[config.mk]
export PLATFORM = sky130hd
export DESIGN_NAME = vector_argmax
export DESIGN_NICKNAME = d
export VERILOG_FILES = /design/src/rtl/nn_pkg.sv /design/src/rtl/argmax_cmp.sv /design/src/rtl/vector_argmax.sv
export SDC_FILE = /design/constraint.sdc
export NUM_CORES = 1
export LEC_CHECK = 0
export ABC_AREA = 1
export BUFFER_PORTS_ARGS = -buffer_cell sky130_fd_sc_hd__buf_2
export CAP_MARGIN = 0
export CORE_AREA = 3 3 103 56
export CTS_CLUSTER_SIZE = 25
export DETAILED_ROUTE_END_ITERATION = 6
export DIE_AREA = 0 0 106 59
export GPL_ROUTABILITY_DRIVEN = 0
export PLACE_DENSITY_LB_ADDON = 0.15
export SYNTH_ARGS = -nofsm -noshare
export SYNTH_HDL_FRONTEND = slang
export SYNTH_SLANG_ARGS = --single-unit
[constraint.sdc]
create_clock -name clk -period 2.2 [get_ports clk]
set_input_delay 0.33 -clock clk [delete_from_list [all_inputs] [get_ports clk]]
set_output_delay 0.33 -clock clk [all_outputs]
set_load 0.05 [all_outputs]
[src/rtl/nn_pkg.sv]
// Shared definitions for the neural-network datapath blocks: layer geometry,
// the signed element type and the index-width helper.
package nn_pkg;

  // Geometry of the fully-connected layer feeding the classifier head.
  localparam int LAYER_T = 16;
  localparam int LAYER_N = 16;

  // One signed layer output element.
  typedef logic signed [LAYER_T-1:0] data_t;

  // Bits needed to hold an element index 0..n-1 (at least one bit).
  function automatic int idx_width(input int n);
    return (n > 1) ? $clog2(n) : 1;
  endfunction

endpackage

[src/rtl/argmax_cmp.sv]
// Strict signed "keep the larger" compare of a running {max, idx} pair against
// a candidate. Ties keep the running pair, so the lowest index wins.
module argmax_cmp #(
  parameter int T  = 16,
  parameter int IW = 4
) (
  input  logic signed [T-1:0]  i_cur_max,
  input  logic        [IW-1:0] i_cur_idx,
  input  logic signed [T-1:0]  i_cand,
  input  logic        [IW-1:0] i_cand_idx,
  output logic signed [T-1:0]  o_max,
  output logic        [IW-1:0] o_idx
);

  // Select the candidate only when it is strictly greater than the running max.
  always_comb begin
    // NOTE: defaults are assigned first so every path drives both outputs and
    // no latch is inferred.
    o_max = i_cur_max;
    o_idx = i_cur_idx;
    if (i_cand > i_cur_max) begin
      o_max = i_cand;
      o_idx = i_cand_idx;
    end
  end

endmodule

[src/rtl/vector_argmax.sv]
// Streaming argmax classifier head. Consumes N signed elements per vector over
// a valid/ready stream and emits {max, index} of each vector through a
// single-entry output register. Full throughput: one element per cycle, the
// next vector may start on the edge after the previous one's last element.
module vector_argmax
  import nn_pkg::*;
#(
  parameter  int T  = LAYER_T,
  parameter  int N  = LAYER_N,
  localparam int IW = idx_width(N)
) (
  input  logic                clk,
  input  logic                reset,
  input  logic                s_valid,
  input  logic                m_ready,
  input  logic signed [T-1:0] data_in,
  output logic                m_valid,
  output logic                s_ready,
  output logic signed [T-1:0] data_out,
  output logic        [IW-1:0] idx_out
);

  localparam logic [IW-1:0] LAST_IDX = IW'(N - 1);

  // Element position within the current vector and the running winner.
  logic        [IW-1:0] r_cnt;
  logic signed [T-1:0]  r_max;
  logic        [IW-1:0] r_idx;

  // Output register.
  logic                 r_m_valid;
  logic signed [T-1:0]  r_data_out;
  logic        [IW-1:0] r_idx_out;

  logic                 w_s_ready;
  logic                 w_accept;
  logic                 w_produce;
  logic                 w_last;
  logic                 w_first;
  logic signed [T-1:0]  w_cmp_max;
  logic        [IW-1:0] w_cmp_idx;

  // The output register can take a new result when empty or draining this edge.
  assign w_s_ready = !r_m_valid || m_ready;
  assign w_accept  = s_valid && w_s_ready;
  assign w_produce = r_m_valid && m_ready;
  assign w_first   = (r_cnt == '0);
  assign w_last    = (r_cnt == LAST_IDX);

  // One comparator serves both the running update and the final fold into the
  // output register; the candidate's index is simply its position in the vector.
  argmax_cmp #(
    .T  (T),
    .IW (IW)
  ) u_cmp (
    .i_cur_max  (r_max),
    .i_cur_idx  (r_idx),
    .i_cand     (data_in),
    .i_cand_idx (r_cnt),
    .o_max      (w_cmp_max),
    .o_idx      (w_cmp_idx)
  );

  // Track the element position and the running winner of the current vector.
  always_ff @(posedge clk or negedge reset) begin
    // NOTE: sequential state uses non-blocking assignments only, so every
    // register samples the values present before the edge.
    if (!reset) begin
      r_cnt <= '0;
      r_max <= '0;
      r_idx <= '0;
    end else if (w_accept) begin
      r_cnt <= w_last ? '0 : r_cnt + IW'(1);
      if (w_first) begin
        r_max <= data_in;
        r_idx <= '0;
      end else begin
        r_max <= w_cmp_max;
        r_idx <= w_cmp_idx;
      end
    end
  end

  // Load the final winner on the last element; clear valid once it is taken.
  always_ff @(posedge clk or negedge reset) begin
    if (!reset) begin
      r_m_valid  <= 1'b0;
      r_data_out <= '0;
      r_idx_out  <= '0;
    end else if (w_accept && w_last) begin
      r_m_valid  <= 1'b1;
      r_data_out <= w_cmp_max;
      r_idx_out  <= w_cmp_idx;
    end else if (w_produce) begin
      r_m_valid  <= 1'b0;
    end
  end

  assign s_ready  = w_s_ready;
  assign m_valid  = r_m_valid;
  assign data_out = r_data_out;
  assign idx_out  = r_idx_out;

endmodule

# Word level (Yosys, flattened, before mapping)
# Index checks and enable logic that the tools add are counted.
[word_totals]
input_bits = 20
ff_bits = 45
output_inout_bits = 22
wordCells = 23
[op_classes]
n_reduce_logical = 7
add_sub_neg = 1
n_lt_le_gt_ge = 1
mux = 7
eq_ne = 1
[op_table]
columns = ["operator", "count"]
rows = [
  ["16-bit 2-to-1 mux", 2],
  ["16-bit > comparator", 1],
  ["4-bit 2-to-1 mux", 3],
  ["4-bit by 1-bit adder with 4-bit output, second input constant", 1],
  ["4-bit == test, second input constant", 1],
  ["4-bit logical NOT", 1],
  ["1-bit logical AND", 3],
  ["1-bit 2-to-1 mux", 2],
  ["2-bit nonzero test", 1],
  ["1-bit logical NOT", 1],
  ["1-bit logical OR", 1],
]

# Depth between registers and ports, before layout
[depth]
word_depth = 5
ltp_mapped = 18
ltp_nobuf = 17

# Cells and area by module
# A second synthesis with hierarchy kept.
[hier_totals]
cells_unflattened = 400
area_unflattened_um2 = 2946.6
[by_module_without_submodules]
columns = ["module", "area_each_um2", "n_inst", "seq_area_each_um2", "cells_each"]
rows = [
  ["vector_argmax", 2168.3, 1, 1126.1, 258],
  ["argmax_cmp", 778.2, 1, 0.0, 142],
]

# Worst setup path before layout
# Ideal clock, no wire load.
[synth_timing]
path_type = "reg2reg"
startpoint = "register r_m_valid (netlist: m_valid)"
endpoint = "register r_max[10]"
path_stages_with_launch = 7
period_less_slack_ns = 2.048
setup_ns = 0.066
slack_ns = 0.152
n_path_buf = 2
arrival_ns = 1.983
required_ns = 2.134
path_cell_list = "dfrtp_1 -> nand2_1 -> nand2_1 -> clkbuf_1 -> clkbuf_1 -> nand2_1 -> nand2_1"
[synth_via]
elab_chain_len = 3
[synth_lines]
columns = ["item", "line_no", "source"]
rows = [
  ["start: declaration", "vector_argmax.sv:31", "logic r_m_valid;"],
  ["start signal: assignment", "vector_argmax.sv:87", "r_m_valid <= 1'b0;"],
  ["start signal: assignment", "vector_argmax.sv:91", "r_m_valid <= 1'b1;"],
  ["start signal: assignment", "vector_argmax.sv:95", "r_m_valid <= 1'b0;"],
  ["1-bit logical NOT", "vector_argmax.sv:44", "assign w_s_ready = !r_m_valid || m_ready;"],
  ["1-bit logical OR", "vector_argmax.sv:44", ""],
  ["via s_ready", "vector_argmax.sv:18", "output logic s_ready,"],
  ["1-bit logical AND", "vector_argmax.sv:45", "assign w_accept = s_valid && w_s_ready;"],
  ["end signal: assignment", "vector_argmax.sv:75", "r_max <= data_in;"],
  ["end signal: assignment", "vector_argmax.sv:78", "r_max <= w_cmp_max;"],
  ["end: declaration", "vector_argmax.sv:27", "logic signed [T-1:0] r_max;"],
]
# The timed path passes the listed nets, and every way through them passes these cells.
# A chain may end at the register's enable or synchronous reset.

# Worst setup path in the final report
[layout_timing]
startpoint = "register r_max[15]"
endpoint = "register r_max[11]"
[layout_via]
elab_chain_len = 3
[layout_lines]
columns = ["item", "line_no", "source"]
rows = [
  ["16-bit > comparator", "argmax_cmp.sv:21", "if (i_cand > i_cur_max) begin"],
  ["16-bit 2-to-1 mux", "argmax_cmp.sv:21", ""],
  ["16-bit 2-to-1 mux", "vector_argmax.sv:74", "if (w_first) begin"],
]
# Every way passes these cells.

==> flow_summary.yaml <==
die:
  pin_count: 42
  row_count: 18
  die_w_um: 106
  design.core.area_sq_mm: 0.00486
  dieArea_sq_mm: 0.00625
  start_util_pct: 57.3
  die_h_um: 59
setup_path:
  critical_path_peak_fanout: 5
  crit_buf_inv: 2
  cp_top_family: "simple AND/OR/NAND/NOR gates"
  end_kind: "flip-flop"
  startpoint_type: "flip-flop"
  max_stage_delay_ns: 0.41
  crit_chain: "inv_1, ha_2, a21oi_2, o21ai_0, a21oi_2, nand2_1, nand2_2, nand3_4, buf_4, nand2_1, nand3_1, nand2_1, nand2_1"
  cpMaxStageDelayCell: "dfrtp_1"
  cp_common_cell: "nand2_1"
  cp.arrival_ns: 2.22
  crit_type: "reg -> reg"
  cp.required_ns: 2.40
sta:
  setup_viol: 0
  fmax_mhz: 497
  slew_viol_final: 0
  fin_tns_setup_ns: 0
  tightest_slew_ns: 0.690
  timing.slew.headroom_pct: 53.9
  finalHoldViolations: 0
  fin_hold_ws_ns: 0.292
  fin_crit_ns: 2.01
  finalCritPeriodShare_pct: 91.4
  fin_skew_ns: 0.00818
cts:
  worstSkewPairLatency_ns: 0.30
  path_clk_slew_ns: 0.09
  cts.sinks: 45
  cts_root_buf: "clkbuf_8"
  cts_made_buffers: 5
  cts_tree: "yes"
  htreeDepth: 2
  clockBufferDepth: 2
synth:
  synth_fp_nets: 429
  syn_area_sq_mm: 0.00279
  synth_seq_cells: 45
  ys_seq_area_share_pct: 40.4
  synth.top_cell.area_share_pct: 40.4
  yosysWarnings: 0
  synthTopCellsByArea: "dfrtp_1 (40%), nand2_1 (20%), ha_1 (8.1%), inv_1 (6.7%), nand3_1 (5.4%)"
  synth_cell_type_count: 20
  synthCells: 391
  avgSynthCellArea_sq_um: 7.13
  yosysTopAreaCell: "dfrtp_1"
power:
  p_per_area_mw_per_mm2: 1570
  power_leakage_uw: 0.00192
  power_uw: 5160
  peakVddDrop_v: 0.000777
layout:
  layout-drive-gt1-share_pct: 18.9
  final_nets: 475
  area_growth_syn_to_layout_pct: 18.1
  fillCellCount: 426
  antenna_cells: 0
  design_area_sq_mm: 0.00329
  final_util_pct: 67.7
route:
  viasPerCell: 5.25
  drt-total-wl_mm: 6.58
  topRoutingLayerUsed: "met4"
  route.detailed.drc: 0
  vias: 2665
  drtPass1Iterations: 4
  wl_met2_mm: 3.08
  wl_met3_um: 502
  wl_met1_mm: 2.95
  routedWlPerCell_um: 12.9
  drt_iter0_drc: 108
  ant_nets: 0
grt:
  grt_pass1_wl_mm: 11.1
  grt.total_usage_pct: 22.4
  grt_max_degree: 46
  antenna_found_initial: 0
  grt_pass1_vias: 2476
  gr-total-overflow: 0
min_path:
  hold_path_class: "in -> reg"
placed_design:
  io_buffers: 41
  dpl.hpwl_mm: 4.47
  placed_cell_area_sq_mm: 0.00309
flow_run:
  maxCapViolations: 0
outcome:
  status: "finished, final reports clean"
[cell families (layout without fill, tap and decap cells)]
logic type	after synthesis	count (layout)	share of synthesized area (%)
compound gates	31	31	5.70
xor+xnor	1	1	0.314
fa+ha+maj	18	18	8.08
buf+inv	69	116	10.2
flops	45	45	40.4
simple gates	227	227	35.3
[worst min-delay path: cells and delay by family]
kind	cells	cell delay, ns
and+or+nand+nor	2	0.13
buffers and inverters	2	0.11
[metal layers]
layer | track usage, % | vias up
li1 | - | 1330
met4 | 5.72 | 0
met1 | 29.0 | 1245
met5 | 0 | -
met3 | 5.66 | 8
met2 | 38.5 | 82
[cell usage in the layout (no fill, tap or decap), types with 2 or more instances in the layout]
master / count
dfrtp_1: 45
buf_2: 41
a21oi_1: 4
nand2_1: 150
nor2_1: 9
nand2_2: 12
o21ai_0: 23
buf_6: 2
ha_1: 16
buf_4: 12
inv_1: 50
nand4_1: 21
nor3_1: 3
a21oi_2: 2
nand3_1: 29
clkbuf_8: 5
[state kept, by name, indices dropped and copies added, names as in the netlist]
name      flops
idx_out       4
m_valid       1
r_max        16
data_out     16
r_idx         4
r_cnt         4
[path summary, 6_finish.rpt]
check | start | end | slack (ns) | cells past startpoint
worst max-delay path | r_max[15] | r_max[11] | 0.19 | 13
min in group asynchronous | reset | m_valid | 0.53 | 3
worst max register to register | r_max[15] | r_max[11] | 0.19 | 13
max in group asynchronous | reset | r_max[15] | 1.44 | 3
worst min-delay path | m_ready | m_valid | 0.29 | 4
worst min register to register | data_out[15] | data_out[15] | 0.48 | 2
[where the power goes]
group / switching (uW) / internal (uW)
Combinational: 2050 / 1020
Sequential: 246 / 1210
Clock: 291 / 341
Total: 2590 / 2570
[final cells by class]
cell class,instances,area (sq um),share of cell area [%]
Multi-Input combinational cell,277,1420,43.0
Clock buffer,6,72.6,2.20
Clock inverter,2,38.8,1.18
Sequential cell,45,1130,34.2
Timing Repair Buffer,58,363,11.0
Tap cell,70,87.6,2.66
Inverter,50,188,5.70
[through the flow]
stage | setup slack [ns] | std cells
6_report | 0.189 | 508
5_1_grt | -0.00282 | 508
4_1_cts | 0.188 | 505
3_5_place_dp | 0.149 | 496
3_3_place_gp | 0.226 | 496
2_1_floorplan | 0.152 | 391
[synthesized netlist by cell type (all sizes together)]
cell type / instances
inv: 50
nor3: 4
a21o: 1
ha: 18
clkbuf: 13
nand4: 21
xor2: 1
a21oi: 6
a31oi: 1
nor2: 9
dfrtp: 45
nand3: 31
buf: 6
nand2: 162
o21ai: 23
[repair_timing]
| item | CTS | global route |
|---|---|---|
| hold endpoints to repair | 1 | 0 |
| setup endpoints to repair | 0 | 30 |
| resized for setup | 0 | 14 |
| buffers inserted | 0 | 2 |
| hold buffers | 1 | 0 |
(Power assumes the default switching activity.)
